`src/rtl/router_pkg.sv`:
```
// ---------------------------------------------------------------------------
// router_pkg
// Shared constants and types for the 4-port router and its ingress parser.
//   DEF_DATA_WIDTH / DEF_LEN_W : default beat width and header length width
//   ADDR_HI / ADDR_LO          : destination field position in the header
//   NUM_PORTS / ADDR_W         : router port count and destination width
//   state_e                    : ingress parser FSM states
// ---------------------------------------------------------------------------
package router_pkg;

  localparam int DEF_DATA_WIDTH = 8;
  localparam int DEF_LEN_W      = 6;

  localparam int ADDR_HI = 7;
  localparam int ADDR_LO = 6;

  localparam int NUM_PORTS = 4;
  localparam int ADDR_W    = $clog2(NUM_PORTS);

  typedef enum logic [1:0] {
    S_HDR,
    S_PAY,
    S_CHK
  } state_e;

endpackage

```
`src/rtl/router_out_reg.sv`:
```
// ---------------------------------------------------------------------------
// router_out_reg
// One-entry valid/ready output register in front of the router din/addr port.
// Ports:
//   clk, rst_n            clock, async active-low reset
//   load, load_din        write a payload beat into the slot (only when ready)
//   addr_load, addr_in    update the destination (header acceptance only)
//   out_ready             downstream ready
//   out_valid/out_din/out_addr  registered outputs to the router
//   ready                 slot can take a beat this cycle
// ---------------------------------------------------------------------------
module router_out_reg
  import router_pkg::*;
#(
  parameter int DATA_WIDTH = DEF_DATA_WIDTH
) (
  input  logic                  clk,
  input  logic                  rst_n,
  input  logic                  load,
  input  logic [DATA_WIDTH-1:0] load_din,
  input  logic                  addr_load,
  input  logic [ADDR_W-1:0]     addr_in,
  input  logic                  out_ready,
  output logic                  out_valid,
  output logic [DATA_WIDTH-1:0] out_din,
  output logic [ADDR_W-1:0]     out_addr,
  output logic                  ready
);

  // Slot frees up in the same cycle the held beat is taken downstream.
  assign ready = !out_valid || out_ready;

  always_ff @(posedge clk or negedge rst_n) begin
    if (!rst_n) begin
      out_valid <= 1'b0;
      out_din   <= '0;
      out_addr  <= '0;
    end else begin
      if (load) begin
        out_valid <= 1'b1;
        out_din   <= load_din;
      end else if (out_ready) begin
        out_valid <= 1'b0;
      end
      if (addr_load) begin
        out_addr <= addr_in;
      end
    end
  end

endmodule

```
`src/rtl/router_ingress_parser.sv`:
```
// ---------------------------------------------------------------------------
// router_ingress_parser
// Parses a framed byte stream (header, payload, XOR checksum) and forwards
// payload beats to the router with the header's destination held on out_addr.
//
// state | meaning
// S_HDR | waiting for a header beat (destination + payload length)
// S_PAY | forwarding payload beats, counter holds beats still to come
// S_CHK | waiting for the checksum beat, compared against running XOR
//
// Ports:
//   clk, rst_n          clock, async active-low reset
//   in_data/in_valid/in_ready   framed input stream
//   out_din/out_addr/out_valid/out_ready   router din/addr/valid_in/ready_out
//   pkt_done            one-cycle pulse after the checksum beat is consumed
//   chk_err             pulses with pkt_done when the checksum mismatched
//   busy                high from header acceptance until pkt_done
// ---------------------------------------------------------------------------
module router_ingress_parser
  import router_pkg::*;
#(
  parameter int DATA_WIDTH = DEF_DATA_WIDTH,
  parameter int LEN_W      = DEF_LEN_W
) (
  input  logic                  clk,
  input  logic                  rst_n,
  input  logic [DATA_WIDTH-1:0] in_data,
  input  logic                  in_valid,
  output logic                  in_ready,
  output logic [DATA_WIDTH-1:0] out_din,
  output logic [ADDR_W-1:0]     out_addr,
  output logic                  out_valid,
  input  logic                  out_ready,
  output logic                  pkt_done,
  output logic                  chk_err,
  output logic                  busy
);

  state_e                state;
  logic [LEN_W-1:0]      cnt;
  logic [DATA_WIDTH-1:0] acc;
  logic                  slot_ready;
  logic                  in_fire;
  logic                  hdr_fire;
  logic                  pay_fire;
  logic                  chk_fire;
  logic [LEN_W-1:0]      hdr_len;
  logic [ADDR_W-1:0]     hdr_addr;

  assign hdr_len  = in_data[LEN_W-1:0];
  assign hdr_addr = in_data[ADDR_HI:ADDR_LO];

  // A header must also wait for the slot: changing out_addr under a pending
  // beat would misroute it.
  always_comb begin
    in_ready = 1'b0;
    case (state)
      S_HDR:   in_ready = slot_ready;
      S_PAY:   in_ready = slot_ready;
      S_CHK:   in_ready = 1'b1;
      default: in_ready = 1'b0;
    endcase
  end

  assign in_fire  = in_valid && in_ready;
  assign hdr_fire = in_fire && (state == S_HDR);
  assign pay_fire = in_fire && (state == S_PAY);
  assign chk_fire = in_fire && (state == S_CHK);

  router_out_reg #(
    .DATA_WIDTH(DATA_WIDTH)
  ) u_out_reg (
    .clk      (clk),
    .rst_n    (rst_n),
    .load     (pay_fire),
    .load_din (in_data),
    .addr_load(hdr_fire),
    .addr_in  (hdr_addr),
    .out_ready(out_ready),
    .out_valid(out_valid),
    .out_din  (out_din),
    .out_addr (out_addr),
    .ready    (slot_ready)
  );

  always_ff @(posedge clk or negedge rst_n) begin
    if (!rst_n) begin
      state    <= S_HDR;
      cnt      <= '0;
      acc      <= '0;
      busy     <= 1'b0;
      pkt_done <= 1'b0;
      chk_err  <= 1'b0;
    end else begin
      pkt_done <= 1'b0;
      chk_err  <= 1'b0;
      case (state)
        S_HDR: begin
          if (hdr_fire) begin
            cnt   <= hdr_len;
            acc   <= '0;
            busy  <= 1'b1;
            state <= (hdr_len != '0) ? S_PAY : S_CHK;
          end
        end
        S_PAY: begin
          if (pay_fire) begin
            acc <= acc ^ in_data;
            if (cnt != '0) begin
              cnt <= cnt - 1'b1;
            end
            if (cnt == LEN_W'(1)) begin
              state <= S_CHK;
            end
          end
        end
        S_CHK: begin
          if (chk_fire) begin
            pkt_done <= 1'b1;
            chk_err  <= (in_data != acc);
            busy     <= 1'b0;
            state    <= S_HDR;
          end
        end
        default: state <= S_HDR;
      endcase
    end
  end

endmodule

```
`config.mk`:
```
export PLATFORM = sky130hd
export DESIGN_NAME = router_ingress_parser
export DESIGN_NICKNAME = d
export VERILOG_FILES = /design/src/rtl/router_pkg.sv /design/src/rtl/router_out_reg.sv /design/src/rtl/router_ingress_parser.sv
export SDC_FILE = /design/constraint.sdc
export NUM_CORES = 1
export LEC_CHECK = 0
export BUFFER_PORTS_ARGS = -buffer_cell sky130_fd_sc_hd__clkbuf_2
export CORE_UTILIZATION = 40
export DETAILED_ROUTE_END_ITERATION = 16
export HOLD_SLACK_MARGIN = 0.06
export SETUP_SLACK_MARGIN = 0.1
export SLEW_MARGIN = 20
export SYNTH_ARGS = -nofsm -noshare
export SYNTH_HDL_FRONTEND = slang
export SYNTH_SLANG_ARGS = --single-unit
```
`constraint.sdc`:
```
create_clock -name clk -period 2.16 [get_ports clk]
set_input_delay 0.108 -clock clk [delete_from_list [all_inputs] [get_ports clk]]
set_output_delay 0.108 -clock clk [all_outputs]
set_load 0.01 [all_outputs]
```
# Word level (Yosys, flattened, before mapping)
# Cells that the tools add are included.
# classes
n_addsub	1
muxes	23
n_reduce_logical	17
n_bitwise	1
n_eq_ne	9
# ops
operator	n
6-bit two-way mux	3
8-bit two-way mux	2
8-bit case mux with 2 select lines	1
6-bit case mux with 2 select lines	1
6-bit nonzero test	2
2-bit two-way mux	5
1-bit two-way mux	8
8-bit != test	1
4-bit AND reduction	2
8-bit XOR	1
6-bit by 1-bit equality test with 1-bit output, second input constant	1
2-bit != test, second input constant	3
2-bit case mux with 3 select lines	1
3-bit AND reduction	2
2-bit nonzero test	3
6-bit by 1-bit subtractor with 6-bit output, second input constant	1
1-bit logical AND	4
2-bit by 1-bit != test with 1-bit output, second input constant	2
1-bit case mux with 2 select lines	2
2-bit by 1-bit equality test with 1-bit output, second input constant	1
2-bit equality test, second input constant	1
2-bit zero test	1
2-bit OR reduction	1
1-bit zero test	1
1-bit logical OR	1
# word_totals
register_bits	30

# Longest topological paths before layout
# Gate-level depths: netlist (run 1).
# depth
ltp_word	7
mapped_depth	6
depth_no_buf	5

# Modules after synthesis
# A second synthesis (run 1) with hierarchy kept.
# hier_totals
hier_cells	153
hier_area_um2	1661.6
# by_module_without_submodules
mod	cells_each	area_per_inst_um2	instances
router_ingress_parser	129	1219.9	1
router_out_reg	24	441.7	1

# Least setup slack after synthesis (run 1)
# Ideal clock, no wire load.
# synth_timing
kind	register -> register
start	reg u_out_reg.out_valid
end	reg u_out_reg.out_addr[0]
arrival_ns	1.186
required_time_ns	2.035
slack_ns	0.849
path_stages_with_launch	5
path_cell_list	dfrtp_1 -> nand2b_2 -> nand3_1 -> nor2_1 -> mux2_2
# synth_between
elab_chain_len	5
# synth_rtl
item	line_no	rtl
start, declared	router_out_reg.sv:24	output logic out_valid,
start signal, assigned	router_out_reg.sv:35	out_valid <= 1'b0;
start signal, assigned	router_out_reg.sv:40	out_valid <= 1'b1;
start signal, assigned	router_out_reg.sv:43	out_valid <= 1'b0;
1-bit zero test	router_out_reg.sv:31	assign ready = !out_valid || out_ready;
1-bit logical OR	router_out_reg.sv:31	
1-bit case mux with 2 select lines	router_ingress_parser.sv:57	case (state)
1-bit logical AND	router_ingress_parser.sv:65	assign in_fire = in_valid && in_ready;
1-bit logical AND	router_ingress_parser.sv:66	assign hdr_fire = in_fire && (state == S_HDR);
end signal, assigned	router_out_reg.sv:46	out_addr <= addr_in;
end, declared	router_out_reg.sv:26	output logic [ADDR_W-1:0] out_addr,
# No other way between the ends.
# A chain may end at the register's enable or synchronous reset.

# Final worst setup path (run 1)
# layout_timing
start	reg state[0]
end	reg cnt[3]
# layout_between
elab_chain_len	7
elab_cells_between_ends	14
classes_between	eq/ne (5); mux (2); reduce/logical (7)
# layout_rtl
item	line_no	rtl
start, declared	router_ingress_parser.sv:39	state_e state;
start signal, assigned	router_ingress_parser.sv:103	state <= (hdr_len != '0) ? S_PAY : S_CHK;
2-bit by 1-bit equality test with 1-bit output or 2-bit zero test (tied branches)	--	
2-bit OR reduction (no source line)	--	
1-bit case mux with 2 select lines	router_ingress_parser.sv:57	
1-bit logical AND	router_ingress_parser.sv:65	
1-bit logical AND (on tied branches)	router_ingress_parser.sv:67, router_ingress_parser.sv:66	
2-bit != test (no source line)	--	
4-bit AND reduction (no source line)	--	
end signal, assigned	router_ingress_parser.sv:100	cnt <= hdr_len;
end signal, assigned	router_ingress_parser.sv:110	cnt <= cnt - 1'b1;
end, declared	router_ingress_parser.sv:40	logic [LEN_W-1:0] cnt;
# Parallel ways exist; a longest one is shown, timed or not.

==> metrics.yaml, run 1 <==
run:
  drv_cap: 0
clocking:
  htree_levels: 2
  cts.sinks: 30
  numCtsBuffers: 5
  cts_resized: 0
  clk_latency_ns: 0.28
  cts_buffer_depth: 2
  clock-root-buffer: "clkbuf_8"
  tritoncts: "yes"
  cts.clk_slew.worst_paths_ns: 0.06
sta:
  finalCritPeriodShare_pct: 78.9
  hold_violations: 0
  period_needed_ns: 1.70
  relSlewSlack_pct: 50.2
  setup_violations: 0
  worst_pin_slew_ns: 0.747
  rsz0062_at_grt: "false"
  tns_ns: 0
  holdWs_ns: 0.105
  drv_slew: 0
  skew_ns: 0.00692
  fmax_mhz: 587
floorplan:
  die_h_um: 63.7
  start_util_pct: 41.6
  die_w_um: 63.7
  core_um2: 3660
  num_rows: 22
  pin_count: 27
  die_area_um2: 4050
synth:
  synth_common_cells: "dfrtp_1, nand2b_1, o21ai_0, mux2_2, nor2_1"
  postSynthRegisterBits: 30
  synth_top_area_cell: "dfrtp_1"
  postSynthAreaPerCell_um2: 10.8
  ys_seq_area_share_pct: 49.3
  synth_area_leaders: "dfrtp_1, mux2_2, nand2b_1, o21ai_0, a22o_1"
  synth_nets: 155
  synth_cell_types: 38
  synth-edff-count: 0
  yosysTopAreaCellShare_pct: 49.3
  ys.flop_type: "dfrtp_1"
  syn_inst: 141
  synth_most_common_cell: "dfrtp_1"
  async_flop_share_pct: 100
  netlist_area_um2: 1520
  ys_warn_count: 0
worst_setup_path:
  worst-path-buf-inv: 0
  path_cells: "nand2b_1 -> and2_1 -> a31oi_1 -> o21ai_0"
  cp_slowest_stage_delay_ns: 0.74
  cp_data_required_time_ns: 2.31
  crit_path_end_kind: "register"
  worstSetupPathType: "reg2reg"
  cp_slowest_cell: "dfrtp_1"
  worst-path-max-fanout: 18
  startpoint_type: "register"
  crit_family: "flip-flops"
  cp.arrival_ns: 1.86
power:
  leakagePower_uw: 0.000816
  cellPowerDensity_nw_per_um2: 1270
  finalPower_uw: 2280
  ir_worst_vdd_mv: 0.658
status:
  status: "finished clean"
place:
  hpwl_mm: 2.32
  io_buffer_count: 26
  gp_congestion: 0.796
  place_area_um2: 1700
global_route:
  grt.total_usage_pct: 19.3
  antenna_found_initial: 0
  grt_pass1_wl_mm: 5.73
  grt_overflow: 0
  grt_pass1_vias: 1180
  grt_max_degree: 31
detailed_routing:
  vias: 1177
  drt_wl_total_mm: 3.33
  drt_iter0_drc: 54
  via_per_inst: 5.35
  ant_nets: 0
  dr.pass1.iters: 4
  drc: 0
  wl_per_cell_um: 15.1
min_path:
  hp-class: "in2reg"
layout:
  fin_area_um2: 1790
  final_util_pct: 49.0
  n_antenna_cell: 0
  nFillCells: 356
  fin_nets: 186
  drive_above_1_share_pct: 31.4
  syn2layout_area_growth_pct: 17.9
## path summary, 6_finish.rpt
path,endpoint,slack [ns],start,cells after the start
min reg2reg,busy$_DFFE_PN0P_,0.48,busy$_DFFE_PN0P_,1
max reg2reg,cnt[3]$_DFFE_PN0P_,0.46,state[0]$_DFFE_PN0P_,4
min,u_out_reg.out_din[7]$_DFFE_PN0P_,0.11,in_data[7],2
max,cnt[3]$_DFFE_PN0P_,0.46,state[0]$_DFFE_PN0P_,4
max in group asynchronous,acc[1]$_DFFE_PN0P_,1.26,rst_n,2
min in group asynchronous,u_out_reg.out_din[7]$_DFFE_PN0P_,0.43,rst_n,2
## final cells by class
class / count / area, um2 / share of cell area [%]
sequential: 30 / 751 / 41.8
clock inverter: 2 / 10.0 / 0.558
inverter: 5 / 18.8 / 1.05
multi-input combinational: 101 / 728 / 40.6
clock buffer: 5 / 68.8 / 3.84
timing repair buffer: 29 / 158 / 8.79
tap: 48 / 60.1 / 3.35
## cell families (layout without fill, tap and decap cells)
| kind of cell | Yosys count | after routing | synth area share (%) |
|---|---|---|---|
| buffers and inverters | 10 | 41 | 2.80 |
| muxes | 12 | 12 | 9.05 |
| adders and majority gates | 2 | 2 | 1.64 |
| DFF | 30 | 30 | 49.3 |
| and+or+nand+nor | 47 | 47 | 19.7 |
| AOI/OAI and AO/OA | 40 | 40 | 17.5 |
## state kept, by name, indices dropped and copies added, names as in the netlist
register / cells
acc: 8
busy: 1
chk_err: 1
cnt: 6
pkt_done: 1
state: 2
u_out_reg.out_addr: 2
u_out_reg.out_din: 8
u_out_reg.out_valid: 1
## power by group
group	switching, uW	internal (uW)	total [uW]	leakage, uW
clock network	202	216	417	0.0000438
logic	439	450	889	0.000418
registers	187	789	975	0.000354
total	828	1450	2280	0.000816
## per-stage QoR
| stage | std cells | worst slack (ns) |
|---|---|---|
| after floorplan | 141 | 0.849 |
| after global placement | 211 | 0.561 |
| after detailed placement | 211 | 0.486 |
| after CTS | 220 | 0.484 |
| after global routing | 220 | 0.305 |
| final | 220 | 0.457 |
## metal layers
layer  global-route usage, %  wire length, um  share of wire (%)
met5                       0                0                  0
met4                    8.52               45                1.4
met3                    5.25              117                3.5
met2                    30.7             1670                 50
met1                    24.2             1500                 45
## cell usage in the layout (no fill, tap or decap), drive strengths merged, types with 2 or more instances in the layout
| cell type | instances |
|---|---|
| a21o | 2 |
| a21oi | 7 |
| a22o | 8 |
| and2 | 3 |
| and3 | 3 |
| and4 | 4 |
| clkbuf | 31 |
| clkinv | 2 |
| dfrtp | 30 |
| dlygate4sd3 | 2 |
| ha | 2 |
| inv | 5 |
| mux2 | 11 |
| nand2 | 2 |
| nand2b | 18 |
| nor2 | 9 |
| nor3 | 3 |
| o21ai | 15 |
## timing repair
item,in CTS,in global routing
hold buffers,2,0
setup buffers,0,0
endpoints found under the setup margin,0,0
endpoints found under the hold margin,31,0
No activity file was read; power rests on OpenSTA's default activity.
==> run 2: changes to the inputs <==
Clock period 2.16 ns to 1.5 ns, I/O delays scaled along.
==> metrics.yaml, run 2 (same netlist as run 1, synthesis figures left out) <==
sta:
  skew_ns: 0.00420  # -0.00272 ns
  rsz0062_at_grt: "true"
  worst_pin_slew_ns: 0.746  # -0.000275 ns
  setup_violations: 0  # unchanged
  fmax_mhz: 729  # +24%
  drv_slew: 0  # unchanged
  hold_violations: 0  # unchanged
  finalCritPeriodShare_pct: 91.4  # +13 points
  tns_ns: 0  # unchanged
  fin_ws_ns: 0.129  # -0.328 ns
  period_needed_ns: 1.37  # -0.332 ns
  relSlewSlack_pct: 50.2  # about the same
floorplan:
  die_h_um: 63.7  # unchanged
  core_um2: 3660  # unchanged
  num_rows: 22  # unchanged
  start_util_pct: 41.6  # unchanged
  die_area_um2: 4050  # unchanged
  pin_count: 27  # unchanged
  die_w_um: 63.7  # unchanged
power:
  ir_worst_vdd_mv: 0.831  # +26%
  cellPowerDensity_nw_per_um2: 1830  # +43%
  leakagePower_uw: 0.000858  # +5.2%
  finalPower_uw: 3450  # +51%
min_path:
  holdPathStages: 2  # unchanged
  min-delay-start: "in_data[7]"
  min_to: "u_out_reg.out_din[7]$_DFFE_PN0P_"
  hp-class: "in2reg"
detailed_routing:
  drt_iter0_drc: 58  # +7.4%
  drt_wl_total_mm: 3.20  # -3.9%
  ant_nets: 0  # unchanged
  dr.pass1.iters: 5  # +1
  vias: 1206  # +2.5%
  via_per_inst: 5.27  # -1.6%
  wl_per_cell_um: 14.0  # -7.7%
  drc: 0  # unchanged
place:
  gp_congestion: 0.802  # +0.77%
  io_buffer_count: 26  # unchanged
  pre_cts_ws_ns: 0.0630  # -0.423 ns
  hpwl_mm: 2.33  # +0.70%
clocking:
  cts.clk_slew.worst_paths_ns: 0.07  # about the same
  clock-root-buffer: "clkbuf_8"
  clk_latency_ns: 0.28  # about the same
  numCtsBuffers: 5  # unchanged
  cts_buffer_depth: 2  # unchanged
  htree_levels: 2  # unchanged
  tritoncts: "yes"
  cts.sinks: 30  # unchanged
worst_setup_path:
  rr_endpoint: "state[0]$_DFFE_PN0P_"
  cp_data_required_time_ns: 1.67  # -0.64 ns
  regToRegSetupSlack_ns: 0.13  # -0.33 ns
  reg2reg_depth: 4  # unchanged
  worst-path-max-fanout: 4  # -14
  r2r-start: "cnt[3]$_DFFE_PN0P_"
  cp.arrival_ns: 1.54  # -0.32 ns
  startpoint_type: "register"
  crit_path_end_kind: "register"
  worstSetupPathType: "reg2reg"
global_route:
  grt_max_degree: 31  # unchanged
  grt_pass1_wl_mm: 5.45  # -4.8%
  grt_overflow: 0  # unchanged
  grt_pass1_vias: 1175  # -0.42%
  grt.total_usage_pct: 17.9  # -1.4 points
  antenna_found_initial: 0  # unchanged
layout:
  most-common-layout-cells: "dfrtp_1, clkbuf_2, nand2b_1, o21ai_0, mux2_2"
  top_regs: "acc: 8 flops, u_out_reg.out_din: 8 flops, cnt: 6 flops"
  final_util_pct: 51.7  # +2.7 points
  drive_above_1_share_pct: 38.7  # +7.3 points
  nFillCells: 338  # -5.1%
  syn2layout_area_growth_pct: 24.3
  final_common_cell: "dfrtp_1"
  fin_nets: 194  # +4.3%
  n_antenna_cell: 0  # unchanged
run:
  drv_cap: 0  # unchanged
status:
  status: "finished clean"
[run 2: changes by cell type in the layout (fill, tap and decap cells not counted), sizes merged]
| cell | delta |
|---|---|
| clkinv | -1 |
| clkbuf | +1 |
| buf | +8 |
| clkinvlp | +1 |
[run 2: worst max-delay path by stage]
stage | end | start | cells after the start | slack, ns
after global routing | u_out_reg.out_din[5]$_DFFE_PN0P_ | u_out_reg.out_valid$_DFFE_PN0P_ | 4 | 0.09
after floorplan | u_out_reg.out_addr[0]$_DFFE_PN0P_ | u_out_reg.out_valid$_DFFE_PN0P_ | 4 | 0.19
after detailed placement | u_out_reg.out_addr[0]$_DFFE_PN0P_ | state[1]$_DFFE_PN0P_ | 4 | 0.06
after CTS | u_out_reg.out_din[4]$_DFFE_PN0P_ | state[1]$_DFFE_PN0P_ | 4 | 0.07
after global placement | state[0]$_DFFE_PN0P_ | cnt[2]$_DFFE_PN0P_ | 4 | 0.08
final | state[0]$_DFFE_PN0P_ | cnt[3]$_DFFE_PN0P_ | 4 | 0.13
[run 2: area by class of cell]
type,instances,area (um2),area share [%]
well taps,48,60.1,3.17
repair buffers,37,218,11.5
clock buffers,6,82.6,4.37
clock inverters,2,12.5,0.661
inverters,5,18.8,0.992
flip-flops and latches,30,753,39.8
multi-input cells,101,747,39.5
[run 2: worst max-delay path: stages (launching register included)]
cell     delay, ns
dfrtp_1       0.41
nor3_4        0.26
and3_4        0.23
a22oi_2       0.08
mux2_4        0.27
[run 2: repair_timing]
item                                    in CTS  in global routing
endpoints found under the setup margin      11                 19
resized for setup                            1                  8
hold buffers                                 2                  0
endpoints found under the hold margin       31                  0
buffers inserted                             0                  3
pin swaps                                    1                  1
[run 2: stage by stage]
| step | instance area (um2) | hold WS [ns] | instances |
|---|---|---|---|
| after global placement | 1730 | 0.182 | 216 |
| after global routing | 1890 | 0.0789 | 229 |
| after detailed placement | 1730 | 0.184 | 216 |
| final | 1890 | 0.0728 | 229 |
| after CTS | 1850 | 0.0690 | 226 |
| after floorplan | 1520 | -0.221 | 141 |
[run 2: metal layers]
layer,GRT usage (%),routed length (um),vias to the layer above
li1,-,-,586
met1,22.5,1420,585
met2,28.1,1580,28
met3,5.07,140,7
met4,8.52,58,0
met5,0,0,-
[run 2: power by group]
group	internal (uW)	switching [uW]	total [uW]	leakage [uW]
registers	1140	257	1400	0.000352
clock network	368	307	675	0.0000472
logic	730	649	1380	0.000458
